## config.mk

```make
export PLATFORM = sky130hd
export DESIGN_NAME = rx_frame_deframer_flat
export DESIGN_NICKNAME = d
export VERILOG_FILES = /design/src/rtl/rx_frame_deframer_if.sv /design/src/rtl/rx_frame_deframer.sv /design/src/flat_wrapper.sv
export SDC_FILE = /design/constraint.sdc
export NUM_CORES = 1
export LEC_CHECK = 0
export CELL_PAD_IN_SITES_DETAIL_PLACEMENT = 0
export CELL_PAD_IN_SITES_GLOBAL_PLACEMENT = 1
export CORE_MARGIN = 2
export CORE_UTILIZATION = 40
export CTS_BUF_LIST = sky130_fd_sc_hd__clkbuf_2
export DETAILED_ROUTE_END_ITERATION = 6
export PLACE_DENSITY = 0.85
export SYNTH_ARGS = -nofsm -noshare
export SYNTH_HDL_FRONTEND = slang
export SYNTH_SLANG_ARGS = --single-unit
```

## constraint.sdc

```tcl
create_clock -name rd_clk -period 5.8 [get_ports rd_clk]
set_input_delay 0.87 -clock rd_clk [delete_from_list [all_inputs] [get_ports rd_clk]]
set_output_delay 0.87 -clock rd_clk [all_outputs]
set_load 0.02 [all_outputs]
```

## src/rtl/rx_frame_deframer_if.sv

```systemverilog
`default_nettype none
// +--------------------------------------------------------------------------+
// | rx_frame_deframer_if : FIFO read port, byte stream and status bundle     |
// | Rev 1.0                                                                  |
// +--------------------------------------------------------------------------+
interface rx_frame_deframer_if;
  logic [31:0] fifo_data;
  logic        fifo_vld;
  logic        fifo_en;
  logic [7:0]  out_data;
  logic        out_vld;
  logic        out_last;
  logic        out_rdy;
  logic        frm_err;
  logic [15:0] frm_cnt;
  logic [15:0] err_cnt;

  modport master (
    input  fifo_data, fifo_vld, out_rdy,
    output fifo_en, out_data, out_vld, out_last, frm_err, frm_cnt, err_cnt
  );

  modport slave (
    output fifo_data, fifo_vld, out_rdy,
    input  fifo_en, out_data, out_vld, out_last, frm_err, frm_cnt, err_cnt
  );
endinterface
`default_nettype wire

```

## src/rtl/rx_frame_deframer.sv

```systemverilog
`default_nettype none
// +--------------------------------------------------------------------------+
// | rx_frame_deframer : pops header+payload words, emits a byte stream       |
// | Rev 1.0                                                                  |
// +--------------------------------------------------------------------------+
module rx_frame_deframer #(
  parameter logic [15:0] c_MAGIC   = 16'hA55A,
  parameter int unsigned c_MAX_LEN = 1500
) (
  input  wire logic             rd_clk,
  input  wire logic             rd_rst,
  rx_frame_deframer_if.master   bus
);

  localparam logic [15:0] c_MAX_LEN_W = c_MAX_LEN[15:0];

  typedef enum logic [1:0] {
    HDR  = 2'd0,
    LOAD = 2'd1,
    EMIT = 2'd2
  } state_t;

  state_t      state_q, state_d;
  logic [15:0] rem_q, rem_d;
  logic [1:0]  idx_q, idx_d;
  logic [31:0] word_q, word_d;
  logic        frm_err_q, frm_err_d;
  logic [15:0] frm_cnt_q, frm_cnt_d;
  logic [15:0] err_cnt_q, err_cnt_d;
  logic        fifo_en;
  logic [15:0] hdr_len;
  logic        hdr_ok;

  assign hdr_len = bus.fifo_data[15:0];
  assign hdr_ok  = (bus.fifo_data[31:16] == c_MAGIC) && (hdr_len != 16'd0) &&
                   (hdr_len <= c_MAX_LEN_W);

  always_comb begin
    state_d   = state_q;
    rem_d     = rem_q;
    idx_d     = idx_q;
    word_d    = word_q;
    frm_err_d = 1'b0;
    frm_cnt_d = frm_cnt_q;
    err_cnt_d = err_cnt_q;
    fifo_en   = 1'b0;
    case (state_q)
      HDR: begin
        fifo_en = bus.fifo_vld;
        if (bus.fifo_vld) begin
          if (hdr_ok) begin
            rem_d   = hdr_len;
            state_d = LOAD;
          end else begin
            frm_err_d = 1'b1;
            if (err_cnt_q != 16'hFFFF) err_cnt_d = err_cnt_q + 16'd1;
          end
        end
      end
      LOAD: begin
        fifo_en = bus.fifo_vld;
        if (bus.fifo_vld) begin
          word_d  = bus.fifo_data;
          idx_d   = 2'd0;
          state_d = EMIT;
        end
      end
      EMIT: begin
        if (bus.out_rdy) begin
          rem_d = rem_q - 16'd1;
          idx_d = idx_q + 2'd1;
          // The last byte always returns to HDR so the next header is popped a cycle later.
          if (rem_q == 16'd1) begin
            state_d = HDR;
            if (frm_cnt_q != 16'hFFFF) frm_cnt_d = frm_cnt_q + 16'd1;
          end else if (idx_q == 2'd3) begin
            if (bus.fifo_vld) begin
              fifo_en = 1'b1;
              word_d  = bus.fifo_data;
              idx_d   = 2'd0;
            end else begin
              state_d = LOAD;
            end
          end
        end
      end
      default: state_d = HDR;
    endcase
  end

  always_ff @(posedge rd_clk) begin
    if (rd_rst) begin
      state_q   <= HDR;
      rem_q     <= 16'd0;
      idx_q     <= 2'd0;
      word_q    <= 32'd0;
      frm_err_q <= 1'b0;
      frm_cnt_q <= 16'd0;
      err_cnt_q <= 16'd0;
    end else begin
      state_q   <= state_d;
      rem_q     <= rem_d;
      idx_q     <= idx_d;
      word_q    <= word_d;
      frm_err_q <= frm_err_d;
      frm_cnt_q <= frm_cnt_d;
      err_cnt_q <= err_cnt_d;
    end
  end

  assign bus.fifo_en  = fifo_en;
  assign bus.out_vld  = (state_q == EMIT);
  assign bus.out_last = (state_q == EMIT) && (rem_q == 16'd1);
  assign bus.out_data = word_q[{idx_q, 3'b000} +: 8];
  assign bus.frm_err  = frm_err_q;
  assign bus.frm_cnt  = frm_cnt_q;
  assign bus.err_cnt  = err_cnt_q;

endmodule
`default_nettype wire
```

## src/flat_wrapper.sv

```systemverilog
// flat-port wrapper written by rule: the top's interface ports become plain ports
module rx_frame_deframer_flat 
#(
  parameter logic [15:0] c_MAGIC   = 16'hA55A,
  parameter int unsigned c_MAX_LEN = 1500
)
  (rd_clk, rd_rst, bus_fifo_data, bus_fifo_vld, bus_out_rdy, bus_fifo_en, bus_out_data, bus_out_vld, bus_out_last, bus_frm_err, bus_frm_cnt, bus_err_cnt);
  rx_frame_deframer_if bus_i ();
  input  wire logic rd_clk;
  input  wire logic rd_rst;
  input wire logic [$bits(bus_i.fifo_data)-1:0] bus_fifo_data;
  input wire logic [$bits(bus_i.fifo_vld)-1:0] bus_fifo_vld;
  input wire logic [$bits(bus_i.out_rdy)-1:0] bus_out_rdy;
  output wire logic [$bits(bus_i.fifo_en)-1:0] bus_fifo_en;
  output wire logic [$bits(bus_i.out_data)-1:0] bus_out_data;
  output wire logic [$bits(bus_i.out_vld)-1:0] bus_out_vld;
  output wire logic [$bits(bus_i.out_last)-1:0] bus_out_last;
  output wire logic [$bits(bus_i.frm_err)-1:0] bus_frm_err;
  output wire logic [$bits(bus_i.frm_cnt)-1:0] bus_frm_cnt;
  output wire logic [$bits(bus_i.err_cnt)-1:0] bus_err_cnt;
  assign bus_i.fifo_data = bus_fifo_data;
  assign bus_i.fifo_vld = bus_fifo_vld;
  assign bus_i.out_rdy = bus_out_rdy;
  assign bus_fifo_en = bus_i.fifo_en;
  assign bus_out_data = bus_i.out_data;
  assign bus_out_vld = bus_i.out_vld;
  assign bus_out_last = bus_i.out_last;
  assign bus_frm_err = bus_i.frm_err;
  assign bus_frm_cnt = bus_i.frm_cnt;
  assign bus_err_cnt = bus_i.err_cnt;
  rx_frame_deframer #(.c_MAGIC(c_MAGIC), .c_MAX_LEN(c_MAX_LEN)) u_core (.rd_clk(rd_clk), .rd_rst(rd_rst), .bus(bus_i));
endmodule
```

# [Word-level counts from Yosys, hierarchy flattened]
# Cells that the tools add are included.
[totals] reg_bits=85 in_bits=36 out_inout_bits=44 elab_cells=75
[classes] addsub=4 order_cmp=1 eq_ne=15 shifts=1 n_mux=29 bitwise_logic=3 reduce_logical=15
[op_table] op="two-way mux 32 bit" count=4
[op_table] op="case mux 32 bit (2 select lines)" count=1
[op_table] op="two-way mux 16 bit" count=3
[op_table] op="adder 16 x 1 -> 16 bit (second input constant)" count=2
[op_table] op="inequality test 16 bit (second input constant)" count=2
[op_table] op="case mux 16 bit (2 select lines)" count=1
[op_table] op="indexed part select 32 x 6 -> 8 bit" count=1
[op_table] op="two-way mux 2 bit" count=12
[op_table] op="== test 16 x 1 -> 1 bit (second input constant)" count=1
[op_table] op="== test 16 bit (second input constant)" count=1
[op_table] op="<= comparator 16 x 11 -> 1 bit (second input constant)" count=1
[op_table] op="AND reduction 4 bit" count=4
[op_table] op="nonzero test 16 bit" count=1
[op_table] op="subtractor 16 x 1 -> 16 bit (second input constant)" count=1
[op_table] op="inequality test 2 bit (second input constant)" count=4
[op_table] op="case mux 2 bit (3 select lines)" count=1
[op_table] op="AND reduction 6 bit" count=1
[op_table] op="two-way mux 1 bit" count=5
[op_table] op="== test 2 bit (second input constant)" count=2
[op_table] op="inequality test 2 x 1 -> 1 bit (second input constant)" count=2
[op_table] op="case mux 2 bit (2 select lines)" count=1
[op_table] op="nonzero test 2 bit" count=2
[op_table] op="logical AND 1 bit" count=3
[op_table] op="inequality test 3 x 1 -> 1 bit (second input constant)" count=1
[op_table] op="9 further kinds" count=11

# [Logic depth before layout (Yosys ltp)]
[depth] ltp_word=6 ltp_mapped=9 mapped_depth_nobuf=7

# [Worst setup path after synthesis]
# OpenSTA, ideal clock, no wires.
[synth_path] path_kind="input port to output port" from="input bus_out_rdy" to="output bus_fifo_en" t_arrival_ns=2.180 required_ns=4.930 slack_ns=2.750 cell_stages=5 path_buffers=1 cell_sequence="nand3b_1 -> a211oi_1 -> clkbuf_1 -> nor2_1 -> nor2_1"
[synth_via] elab_chain_len=2
[synth_rtl] item="start: declaration" line="flat_wrapper.sv:13" text="input wire logic [$bits(bus_i.out_rdy)-1:0] bus_out_rdy;"
[synth_rtl] item="two-way mux 1 bit" line="rx_frame_deframer.sv:69" text="if (bus.out_rdy) begin"
[synth_rtl] item="case mux 1 bit (2 select lines)" line="rx_frame_deframer.sv:47" text="case (state_q)"
[synth_rtl] item="end: declaration" line="flat_wrapper.sv:14" text="output wire logic [$bits(bus_i.fifo_en)-1:0] bus_fifo_en;"
# No other way between the ends.

# [Worst setup path after layout]
[layout_path] from="register u_core.rem_q[6]" to="output bus_fifo_en"
[layout_via] elab_chain_len=4
[layout_rtl] item="start: declaration" line="rx_frame_deframer.sv:24" text="logic [15:0] rem_q, rem_d;"
[layout_rtl] item="start signal: assignment" line="rx_frame_deframer.sv:102" text="rem_q <= rem_d;"
[layout_rtl] item="== test 16 x 1 -> 1 bit" line="rx_frame_deframer.sv:73" text="if (rem_q == 16'd1) begin"
[layout_rtl] item="two-way mux 1 bit" line="rx_frame_deframer.sv:73"
[layout_rtl] item="two-way mux 1 bit" line="rx_frame_deframer.sv:69"
[layout_rtl] item="case mux 1 bit (2 select lines)" line="rx_frame_deframer.sv:47"
# No other way between the ends.

==> impl_metrics.tcl <==
set metrics [dict create \
    status "complete, no violations" \
    areaGrowthSynthToFinish_pct 19.01 \
    cts_tree "yes" \
    fp.dieW_um 114.3 \
    vias_per_cell 6.275 \
    wl_mm 14.50 \
    synth_seq_cells 85 \
    antenna_found_initial 0 \
    cts_repair_resize_count 0 \
    power_leakage_nw 1.844 \
    r2r_cells 5 \
    core_region_area_sq_um 11960 \
    dieArea_sq_um 13070 \
    skew_ns 0.04602 \
    final_util_pct 48.45 \
    grt_pass1_vias 4653 \
    slew_headroom_pct 14.95 \
    fin_setup_tns_ns 0 \
    peakVddDrop_uv 152.8 \
    cts_root_buf "clkbuf_2" \
    period_share_pct 72.86 \
    syn_area_sq_um 4870 \
    path_clk_slew_ns 0.27 \
    grt_use_met3_pct 6.564 \
    grt_pass1_wl_mm 23.57 \
    yosysUniqueCellTypes 55 \
    drtPass1Iterations 5 \
    boundaryPins 80 \
    setup_viol 0 \
    die_y_um 114.3 \
    holdBufCountCts 0 \
    cap_violations 0 \
    synth_edf_count 0 \
    power_density_nw_per_um2 170.7 \
    slew_viol_final 0 \
    end_kind "primary output" \
    busiest_layer "met2" \
    clock-sinks 85 \
    start_kind "flip-flop" \
    yosys_warnings 0 \
    hpwl_mm 9.623 \
    io_buffers 79 \
    rsz0062_at_grt "false" \
    syn-num-nets 631 \
    synthFlopType "dfxtp_1" \
    seq_area_frac_synth_pct 34.94 \
    antennaDiodeCount 0 \
    drive_above_1_share_pct 9.748 \
    htreeDepth 3 \
    cp_max_fo 34 \
    met2_usage_pct 35.95 \
    min_path_type "flip-flop to flip-flop" \
    vias 4913 \
    critPathKind "flip-flop to primary output" \
    hold_viol 0 \
    clock_latency_ns 0.60 \
    final_nets 672 \
    numCtsBuffers 9 \
    async_flop_share_pct 0 \
    min_period_ns 4.226 \
    drc 0 \
    fp-row-count 40 \
    netlist_instances 590 \
    initial_utilization_pct 40.71 \
    place_congestion 0.8708 \
    clock_path_buffers 2 \
    cts_setup_buffers 0 \
    overflow 0 \
    holdPathStages 2 \
    post_drt_wl_per_cell_um 18.52 \
    avgSynthCellArea_sq_um 8.254 \
    worstPathArrival_ns 3.36 \
    grtUsageMet1_pct 29.70 \
    drtIter0Drc 437 \
    tightestPinTransition_ns 1.271 \
    grt_max_degree 102 \
    cp_data_required_time_ns 4.93 \
    ant_nets 0 \
    track_usage_pct 22.45 \
    fmax_mhz 236.6 \
]
## kinds of logic (layout without fill, tap and decap cells)
logic type	Yosys count	count (layout)	share of synthesized area, %
compound gates	178	178	24.49
fa+ha+maj	5	5	1.285
buf+inv	70	116	5.832
flops	85	85	34.94
mux	23	23	7.143
simple gates	229	229	26.31
## cell usage after synthesis (15+ instances only)
library cell	count	share of area, %
a21oi_1	61	6.3
clkbuf_1	45	3.5
dfxtp_1	85	35
nand2_1	28	2.2
nand3_1	47	4.8
nor2_1	44	3.4
nor2b_1	15	1.9
nor4_1	21	2.7
o211ai_1	36	5.5
o21ai_0	18	1.9
o31ai_1	16	2.5
## cells in the final DEF (no fill, tap or decap), types with 2 or more instances in the layout
cell type,Yosys,routed
buf_4,0,7
nand4b_1,2,2
or2_2,9,9
clkinv_4,0,2
clkdlybuf4s50_1,0,78
nor2_1,44,44
o311ai_0,14,14
nor3b_1,2,2
a31oi_1,2,2
o211ai_1,36,36
nand4_1,11,11
a21oi_1,61,61
nor4b_1,3,3
ha_1,5,5
and4_1,4,4
o21ai_0,18,18
inv_1,14,14
o41ai_1,11,11
a32o_1,4,4
o21a_1,2,2
nor4_1,21,20
o31ai_1,16,16
nor3_1,12,12
mux2_2,13,13
nor4_4,2,2
nor4bb_1,2,2
nand3_1,47,47
a22oi_1,4,4
or3_1,5,5
dfxtp_1,85,85
mux4_2,8,8
clkbuf_2,0,10
and3_1,4,4
nor2b_1,15,14
nand2_1,28,28
or4_1,10,10
## report_power, final
group	switching (mW)	total, mW	internal, mW
clock	0.216	0.317	0.101
sequential	0.00177	0.589	0.587
combinational	0.0490	0.0835	0.0345
total	0.267	0.989	0.722
## per-layer routing
| layer | share of wire [%] | routed length [um] | vias up |
|---|---|---|---|
| met3 | 6.9 | 1006 | 21 |
| li1 | - | - | 2352 |
| met1 | 44 | 6450 | 2379 |
| met5 | 0 | 0 | - |
| met4 | 1.7 | 245 | 0 |
| met2 | 47 | 6795 | 161 |
## flip-flops by register name, summed over array words and instances (netlist names)
signal              cells
u_core.word_q          32
u_core.bus.err_cnt     16
u_core.bus.frm_cnt     16
u_core.rem_q           16
u_core.idx_q            2
u_core.state_q          2
u_core.bus.frm_err      1
## metrics by stage
stage                     instance area [sq um]  power, mW  hold WS (ns)  cells  worst slack (ns)
after floorplan                            4870     0.6345        0.4447    590             2.750
after global placement                     5682     0.6810        0.4497    767             1.763
after detailed placement                   5682     0.6822        0.4570    767             1.722
after CTS                                  5796     0.9983        0.4836    783             1.534
after global routing                       5796      1.027        0.5056    783             1.374
final                                      5796     0.9892        0.4821    783             1.574
## worst paths after layout
check                         start  slack (ns)                end
setup / recovery    u_core.rem_q[6]        1.57        bus_fifo_en
hold reg to reg   u_core.word_q[22]        0.48  u_core.word_q[22]
setup reg to reg    u_core.rem_q[6]        2.70   u_core.word_q[7]
hold / removal    u_core.word_q[22]        0.48  u_core.word_q[22]
## cell type report
class                           instances  area (sq um)
Sequential cell                        85          1702
Multi-Input combinational cell        435          2905
Inverter                               14         52.55
Clock buffer                           10         50.05
Tap cell                              147         183.9
Clock inverter                          6         63.81
Timing Repair Buffer                   86         838.3
Fill cell                            1171          6166
## worst max-delay path: stages, from the launching register on
cell and delay [ns]:
dfxtp_1 0.43, or4_4 0.61, nor4_4 0.61, a211oi_4 0.12, buf_4 0.27, nor2_1 0.12
nor2_1 0.07, clkdlybuf4s50_1 0.54
(Power assumes the default switching activity.)
